`src/rtl/branch_resolve_pkg.sv`:
```
// Shared definitions for branch_resolve: condition codes, flag bit positions and FSM encoding.
package branch_resolve_pkg;

    localparam logic [2:0] BR_NEQ    = 3'b000;
    localparam logic [2:0] BR_EQ     = 3'b001;
    localparam logic [2:0] BR_GT     = 3'b010;
    localparam logic [2:0] BR_LT     = 3'b011;
    localparam logic [2:0] BR_GTE    = 3'b100;
    localparam logic [2:0] BR_LTE    = 3'b101;
    localparam logic [2:0] BR_OVFL   = 3'b110;
    localparam logic [2:0] BR_UNCOND = 3'b111;

    // Bit positions inside {V,Z,N}, matching the ALU flagsIn ordering
    localparam int FLAG_V = 2;
    localparam int FLAG_Z = 1;
    localparam int FLAG_N = 0;

    typedef enum logic [1:0] {
        ST_IDLE = 2'd0,
        ST_WAIT = 2'd1,
        ST_EVAL = 2'd2
    } brState_t;

endpackage

```
`src/rtl/branch_resolve_cond_eval.sv`:
```
// Combinational branch condition evaluator: 3-bit condition code plus {V,Z,N} flags to taken.
module br_cond_eval
    import branch_resolve_pkg::*;
(
    input  logic [2:0] cond,
    input  logic [2:0] flags,
    output logic       taken
);

    logic flagV;
    logic flagZ;
    logic flagN;

    assign flagV = flags[FLAG_V];
    assign flagZ = flags[FLAG_Z];
    assign flagN = flags[FLAG_N];

    always_comb begin
        taken = 1'b0;
        case (cond)
            BR_NEQ:    taken = !flagZ;
            BR_EQ:     taken = flagZ;
            BR_GT:     taken = !flagZ && !flagN;
            BR_LT:     taken = flagN;
            BR_GTE:    taken = flagZ || (!flagZ && !flagN);
            BR_LTE:    taken = flagN || flagZ;
            BR_OVFL:   taken = flagV;
            BR_UNCOND: taken = 1'b1;
            default:   taken = 1'b0;
        endcase
    end

endmodule

```
`src/rtl/branch_resolve.sv`:
```
// Flag register, in-flight flag-writer tracking and branch resolution with a valid/ready response.
// Define BR_FLAG_FWD_EN to let a branch leave WAIT in the same cycle as the final flag write.
module branch_resolve
    import branch_resolve_pkg::*;
#(
    parameter int PC_W     = 16,
    parameter int MAX_PEND = 3
) (
    input  logic            clk,
    input  logic            rst_n,
    input  logic            flag_issue,
    input  logic            flag_we,
    input  logic [2:0]      flag_wmask,
    input  logic            V_in,
    input  logic            Z_in,
    input  logic            N_in,
    output logic [2:0]      flags_q,
    input  logic            br_valid,
    output logic            br_ready,
    input  logic [2:0]      br_cond,
    input  logic [PC_W-1:0] br_target,
    input  logic [PC_W-1:0] br_fall,
    output logic            resp_valid,
    input  logic            resp_ready,
    output logic            resp_taken,
    output logic [PC_W-1:0] resp_pc,
    input  logic            flush,
    output logic            pend_ovf
);

    localparam int CNT_W = $clog2(MAX_PEND + 1);

    logic [2:0]      flagIn;
    logic [CNT_W-1:0] pendCnt;
    logic [CNT_W-1:0] pendNext;
    logic            pendDec;
    logic            pendSat;
    logic            idleClear;
    logic            waitClear;
    logic            accept;
    brState_t        stateReg;
    brState_t        stateNext;
    logic [2:0]      condReg;
    logic [PC_W-1:0] targetReg;
    logic [PC_W-1:0] fallReg;
    logic            takenLive;
    logic            takenHold;
    logic            evalHeld;
    logic            takenNow;

    assign flagIn = {V_in, Z_in, N_in};

    generate
        for (genvar gi = 0; gi < 3; gi++) begin : g_flag
            always_ff @(posedge clk or negedge rst_n) begin
                if (!rst_n) begin
                    flags_q[gi] <= 1'b0;
                end else if (flag_we && flag_wmask[gi]) begin
                    flags_q[gi] <= flagIn[gi];
                end
            end
        end
    endgenerate

    // A write with nothing pending is legal and must not wrap the counter
    always_comb begin
        pendDec  = flag_we && (pendCnt != '0);
        pendNext = pendCnt;
        pendSat  = 1'b0;
        if (flag_issue && !pendDec) begin
            if (pendCnt == CNT_W'(MAX_PEND)) begin
                pendSat = 1'b1;
            end else begin
                pendNext = pendCnt + 1'b1;
            end
        end else if (!flag_issue && pendDec) begin
            pendNext = pendCnt - 1'b1;
        end
    end

    always_ff @(posedge clk or negedge rst_n) begin
        if (!rst_n) begin
            pendCnt  <= '0;
            pend_ovf <= 1'b0;
        end else begin
            pendCnt <= pendNext;
            if (pendSat) begin
                pend_ovf <= 1'b1;
            end
        end
    end

    // An issue coinciding with the accept is older than the branch, so it must block
`ifdef BR_FLAG_FWD_EN
    assign idleClear = (pendNext == '0);
    assign waitClear = (pendNext == '0);
`else
    assign idleClear = (pendCnt == '0) && !flag_issue;
    assign waitClear = (pendCnt == '0);
`endif

    assign accept = (stateReg == ST_IDLE) && br_valid && !flush;

    always_ff @(posedge clk or negedge rst_n) begin
        if (!rst_n) begin
            stateReg <= ST_IDLE;
        end else begin
            stateReg <= stateNext;
        end
    end

    always_comb begin
        stateNext = stateReg;
        case (stateReg)
            ST_IDLE: if (br_valid) stateNext = idleClear ? ST_EVAL : ST_WAIT;
            ST_WAIT: if (waitClear) stateNext = ST_EVAL;
            ST_EVAL: if (resp_ready) stateNext = ST_IDLE;
            default: stateNext = ST_IDLE;
        endcase
        if (flush) begin
            stateNext = ST_IDLE;
        end
    end

    always_ff @(posedge clk or negedge rst_n) begin
        if (!rst_n) begin
            condReg   <= '0;
            targetReg <= '0;
            fallReg   <= '0;
        end else if (accept) begin
            condReg   <= br_cond;
            targetReg <= br_target;
            fallReg   <= br_fall;
        end
    end

    br_cond_eval u_cond_eval (
        .cond  (condReg),
        .flags (flags_q),
        .taken (takenLive)
    );

    // Freeze the decision after the first EVAL cycle so a stalled response cannot change
    always_ff @(posedge clk or negedge rst_n) begin
        if (!rst_n) begin
            takenHold <= 1'b0;
            evalHeld  <= 1'b0;
        end else begin
            evalHeld <= (stateReg == ST_EVAL) && (stateNext == ST_EVAL);
            if ((stateReg == ST_EVAL) && !evalHeld) begin
                takenHold <= takenLive;
            end
        end
    end

    assign takenNow = evalHeld ? takenHold : takenLive;

    always_comb begin
        br_ready   = 1'b0;
        resp_valid = 1'b0;
        resp_taken = 1'b0;
        resp_pc    = '0;
        case (stateReg)
            ST_IDLE: br_ready = 1'b1;
            ST_EVAL: begin
                resp_valid = 1'b1;
                resp_taken = takenNow;
                resp_pc    = takenNow ? targetReg : fallReg;
            end
            default: ;
        endcase
    end

endmodule
```
`config.mk`:
```
export PLATFORM = sky130hd
export DESIGN_NAME = branch_resolve
export DESIGN_NICKNAME = d
export VERILOG_FILES = /design/src/rtl/branch_resolve_pkg.sv /design/src/rtl/branch_resolve_cond_eval.sv /design/src/rtl/branch_resolve.sv
export SDC_FILE = /design/constraint.sdc
export NUM_CORES = 1
export LEC_CHECK = 0
export CORE_MARGIN = 2
export CORE_UTILIZATION = 51
export CTS_BUF_LIST = sky130_fd_sc_hd__clkbuf_2
export CTS_CLUSTER_SIZE = 16
export DETAILED_ROUTE_END_ITERATION = 16
export HOLD_SLACK_MARGIN = 0.15
export PLACE_DENSITY = 0.87
export SLEW_MARGIN = 20
export SYNTH_ARGS = -nofsm -noshare
export SYNTH_HDL_FRONTEND = slang
export SYNTH_SLANG_ARGS = --single-unit
```
`constraint.sdc`:
```
create_clock -name clk -period 4 [get_ports clk]
set_input_delay 0.6 -clock clk [delete_from_list [all_inputs] [get_ports clk]]
set_output_delay 0.6 -clock clk [all_outputs]
set_load 0.02 [all_outputs]
```
# ---- Word-level counts from Yosys, hierarchy flattened
# Cells that the tools add are included.
# W data, S select, Z words.
dict set report classes {
  n_addsub 2
  n_eq_ne 12
  muxes 18
  n_reduce_logical 26
}
# op count
set ops {}
lappend ops {{$mux W16} 2}
lappend ops {{$mux W2} 8}
lappend ops {{$eq A3 B3 Y1 const B} 4}
lappend ops {{$logic_and A1 B1 Y1} 12}
lappend ops {{$pmux W1 S8} 1}
lappend ops {{$eq A2 B2 Y1 const B} 3}
lappend ops {{$eq A3 B2 Y1 const B} 2}
lappend ops {{$logic_not A1 Y1} 6}
lappend ops {{$mux W1} 6}
lappend ops {{$pmux W2 S3} 1}
lappend ops {{$logic_not A2 Y1} 2}
lappend ops {{$reduce_bool A2 Y1} 2}
lappend ops {{$eq A3 B1 Y1 const B} 1}
lappend ops {{$logic_not A3 Y1} 1}
lappend ops {{$add A2 B1 Y2 const B} 1}
lappend ops {{$eq A2 B1 Y1 const B} 1}
lappend ops {{$logic_or A1 B1 Y1} 2}
lappend ops {{$ne A2 B2 Y1 const B} 1}
lappend ops {{$reduce_and A2 Y1} 1}
lappend ops {{$sub A2 B1 Y2 const B} 1}
dict set report word_totals {
  reg_bits 45
  input_bits 48
  output_inout_bits 23
  wordCells 69
}

# ---- Longest topological paths before layout
dict set report logic_depth {
  ltp_word 8
  mapped_depth 6
  ltp_nobuf 5
}

# ---- Hierarchy
# Synthesis repeated with hierarchy kept, for this count alone.
dict set report unflattened {
  hier_cells 181
  hier_area_um2 2080.7
}
# module instances cells_each area_each_um2
set by_module_without_submodules {}
lappend by_module_without_submodules {branch_resolve 1 170 2004.4}
lappend by_module_without_submodules {br_cond_eval 1 11 76.3}

# ---- Worst setup path after synthesis
# OpenSTA, ideal clock, no wires.
dict set report synth_timing {
  kind {reg2out}
  startpoint {register flags_q[0]}
  endpoint {output resp_pc[10]}
  t_arrival_ns 1.679
  required_ns 3.400
  path_slack_ns 1.721
  path_stages_with_launch 7
  path_cell_list {dfrtp_1 > nand2_1 > a22oi_1 > nand3_1 > nand3_4 > buf_8 > mux2i_1}
}
dict set report synth_between {
  elab_chain_cells 7
  word_cells_on_any_way 8
  classes_between {mux (4); reduce/logical (4)}
}
# item line_no
set synth_lines {}
lappend synth_lines {{from (decl)} branch_resolve.sv:17} ;# output logic [2:0] flags_q,
lappend synth_lines {{from (signal, indexed assignment)} branch_resolve.sv:59} ;# flags_q[gi] <= flagIn[gi];
lappend synth_lines {{$logic_not A1 Y1} {branch_resolve_cond_eval.sv:23, branch_resolve_cond_eval.sv:25}}
lappend synth_lines {{$logic_and A1 B1 Y1} {branch_resolve_cond_eval.sv:23, branch_resolve_cond_eval.sv:25}}
lappend synth_lines {{$logic_or A1 B1 Y1} branch_resolve_cond_eval.sv:25} ;# BR_GTE: taken = flagZ || (!flagZ && !flagN);
lappend synth_lines {{$pmux W1 S8 (*)} branch_resolve_cond_eval.sv:20} ;# case (cond)
lappend synth_lines {{$mux W1 (*)} branch_resolve.sv:156} ;# assign takenNow = evalHeld ? takenHold : takenLive;
lappend synth_lines {{$mux W16 (*)} branch_resolve.sv:168} ;# resp_pc = takenNow ? targetReg : fallReg;
lappend synth_lines {{$mux W16 (*)} branch_resolve.sv:163} ;# case (stateReg)
lappend synth_lines {{to (decl)} branch_resolve.sv:26} ;# output logic [PC_W-1:0] resp_pc,
# Every way passes the cells marked *; elsewhere a longest branch is shown, timed or not.

# ---- Worst setup path in the final report
dict set report layout_timing {
  startpoint {register condReg[2]}
  endpoint {output resp_pc[12]}
}
dict set report layout_between {
  elab_chain_cells 5
  word_cells_on_any_way 12
  classes_between {eq/ne (7); mux (4); reduce/logical (1)}
}
# item line_no
set layout_lines {}
lappend layout_lines {{from (decl)} branch_resolve.sv:43} ;# logic [2:0] condReg;
lappend layout_lines {{from (signal assigned)} branch_resolve.sv:131} ;# condReg <= br_cond;
lappend layout_lines {{$eq A3 B3 Y1, or another cell as far along} branch_resolve_cond_eval.sv:20}
lappend layout_lines {{$pmux W1 S8 (*)} branch_resolve_cond_eval.sv:20}
lappend layout_lines {{$mux W1 (*)} branch_resolve.sv:156}
lappend layout_lines {{$mux W16 (*)} branch_resolve.sv:168}
lappend layout_lines {{$mux W16 (*)} branch_resolve.sv:163}
# Marked as above.

==> metrics <==
Die Y 69.4 um; Clk pin slew, worst setup/hold paths 0.21 ns; Distinct cells, synth 31; CP endpoint kind output port; Clock Path Buffers 2; initial antenna violation count 0; dpl cells 302; hpwl dp 3030 um; Fillers 320; critical-path cell list nand2_1 > a22oi_1 > nand3_1 > nand3_4 > mux2i_1 > clkdlybuf4s50_1; Final Setup Violations 0; Crit path required time 3.40 ns; IO Count 71; crit path DAT 2.56 ns; critical path class reg -> out; chip width 69.4 um; fin util 72.8%; combinational fraction of design power 39.7%; Clock power frac 14.6%; vias in the first global route 1,590; syn avg cell area 11.6 um^2; critical path fanouts, max 16; Register-to-Register Setup Slack 2.28 ns; Final Hold Vio Count 0; DRC 0; Iteration-0 DRC Markers 71; Psw 546 uW; CTS H-tree depth 2; die footprint 4810 um^2; WL final 4160 um; critical path's top delay family buffers and inverters; Ant. Diodes 0; Synth Instances 187; GPL Wtd Cong 0.780; final cell count without fillers 310; slowest stage delay, CP 0.64 ns; DR vias/cell 5.21; Max Cap Viol 0; CP startpoint kind flip-flop; run status finished clean; initial core utilization 53.7%; postcts setup bufs 0; grt total ovfl 0; cts bufs inserted 5; PwrDens 557 nW/um^2; Fmax 316 MHz; worst slew pin tran 0.947 ns; WL per Instance 13.4 um; post-cts resize count 0; clock sink count 45; Max rail drop VDD 0.000373 V; share of layout cells above drive strength 1 19.2%; latest clock arrival within the worst-skew pair 0.39 ns; area grow syn2layout 35.6%; most frequent cells in the layout 69 x clkdlybuf4s50_1, 45 x dfrtp_1, 40 x nand2_1; Setup TNS Final 0 ns; Routed Antenna Nets 0; Pint 1100 uW; Slew Viols, Final 0; Port Buffer Count 70; min cycle time layout 3.16 ns; Leak Pwr 0.00121 uW; DR vias 1,614; largest net degree at the start of global routing 46; part of the Yosys area used for sequential elements 51.7%; cell area after synthesis 2180 um^2; Tot GR Track Use 18.2%; row cnt 23; Initial DRT Pass Iterations 4; hold buffer count at cts 0; clock skew 0.0137 ns; Final nets 307; Final period util 79.1%; crit path max-delay cell type clkdlybuf4s50_1; FF+latch count, synth 45; Worst Path Buf+Inv 1; Max transition margin 36.9%; total number of yosys warnings 0; core area 4060 um^2; CTS tree yes; Root Buffer clkbuf_2; switching share of total power 33.2%; RSZ-0062 raised after global routing no; most common cell after layout, fill and taps aside clkdlybuf4s50_1; Hold Crit Class in -> async; Reg power frac 45.8%; first-pass GRT wire length 6970 um; Mapped Nets 235
[power groups by stage]
stage | Clock [uW] | Sequential (uW) | Combinational, uW
after global routing | 268 | 779 | 708
final | 240 | 752 | 653
after floorplan | 0 | 740 | 478
after detailed placement | 0 | 765 | 662
after global placement | 0 | 755 | 647
after CTS | 249 | 752 | 665
[synth_stat cells]
master / n / area [um^2]
o21ai_1: 1 / 5.00
nand3_2: 1 / 10.0
a22oi_1: 1 / 7.51
nand3_4: 1 / 17.5
mux2_2: 36 / 405
nand3b_1: 1 / 7.51
nor3_1: 1 / 5.00
buf_8: 1 / 15.0
nand2b_1: 1 / 6.26
xnor2_1: 1 / 8.76
a41oi_1: 1 / 8.76
inv_1: 2 / 7.51
mux2i_1: 16 / 160
a21oi_1: 3 / 15.0
clkbuf_1: 2 / 7.51
a31o_2: 1 / 8.76
nand3_1: 2 / 10.0
clkinv_1: 1 / 3.75
a31oi_1: 2 / 12.5
nor4_1: 1 / 6.26
nor2b_1: 3 / 18.8
nor2_1: 12 / 45.0
buf_2: 1 / 5.00
nor4b_4: 1 / 23.8
o21ai_0: 2 / 10.0
nor4b_1: 1 / 8.76
mux2_1: 2 / 22.5
or3_1: 1 / 6.26
buf_6: 3 / 33.8
nand2_1: 40 / 150
dfrtp_1: 45 / 1130
[cell type report]
| type | instances | area [um^2] | share of cell area, % |
|---|---|---|---|
| inverter | 3 | 11.3 | 0.381 |
| sequential | 45 | 1130 | 38.1 |
| clock buffer | 6 | 30.0 | 1.02 |
| timing repair buffer | 72 | 711 | 24.1 |
| multi-input combinational | 132 | 980 | 33.2 |
| tap | 50 | 62.6 | 2.12 |
| clock inverter | 2 | 33.8 | 1.14 |
[cells by family after synthesis]
| logic type | count (synthesis) | share of synthesized area [%] |
|---|---|---|
| and+or+nand+nor | 66 | 14.5 |
| xor gates and xnor gates | 1 | 0.402 |
| AOI/OAI and AO/OA | 11 | 3.10 |
| muxes | 54 | 27.0 |
| DFF | 45 | 51.7 |
| buffers and inverters | 10 | 3.33 |
[through the flow]
| step | hold WS [ns] | area, um^2 | total power, uW | worst slack [ns] |
|---|---|---|---|---|
| global route | 0.351 | 2950 | 1750 | 0.616 |
| global placement | 0.453 | 2890 | 1400 | 1.32 |
| detailed placement | 0.457 | 2890 | 1430 | 1.31 |
| floorplan | 0.304 | 2180 | 1220 | 1.72 |
| CTS | 0.332 | 2950 | 1670 | 0.796 |
| finish | 0.319 | 2950 | 1640 | 0.837 |
[final timing paths]
path / startpoint / endpoint / depth (start not counted)
min in group clk: pend_ovf / pend_ovf / 1
hold / removal: rst_n / evalHeld / 1
max in group asynchronous: rst_n / condReg[0] / 1
setup / recovery: condReg[2] / resp_pc[12] / 6
setup reg to reg: stateReg[1] / fallReg[8] / 3
hold reg to reg: pend_ovf / pend_ovf / 1
[per-layer routing]
layer / global-route usage (%) / wire length (um)
met1: 22.5 / 1840
met2: 30.8 / 2040
met3: 4.80 / 208
met4: 6.54 / 76
met5: 0 / 0
[registers in the layout, summed over array words and instances (netlist names)]
| name | cells |
|---|---|
| fallReg | 16 |
| targetReg | 16 |
| condReg | 3 |
| flags_q | 3 |
| pendCnt | 2 |
| stateReg | 2 |
| evalHeld | 1 |
| pend_ovf | 1 |
| takenHold | 1 |
Note: power is estimated with default switching activity, not from simulation.
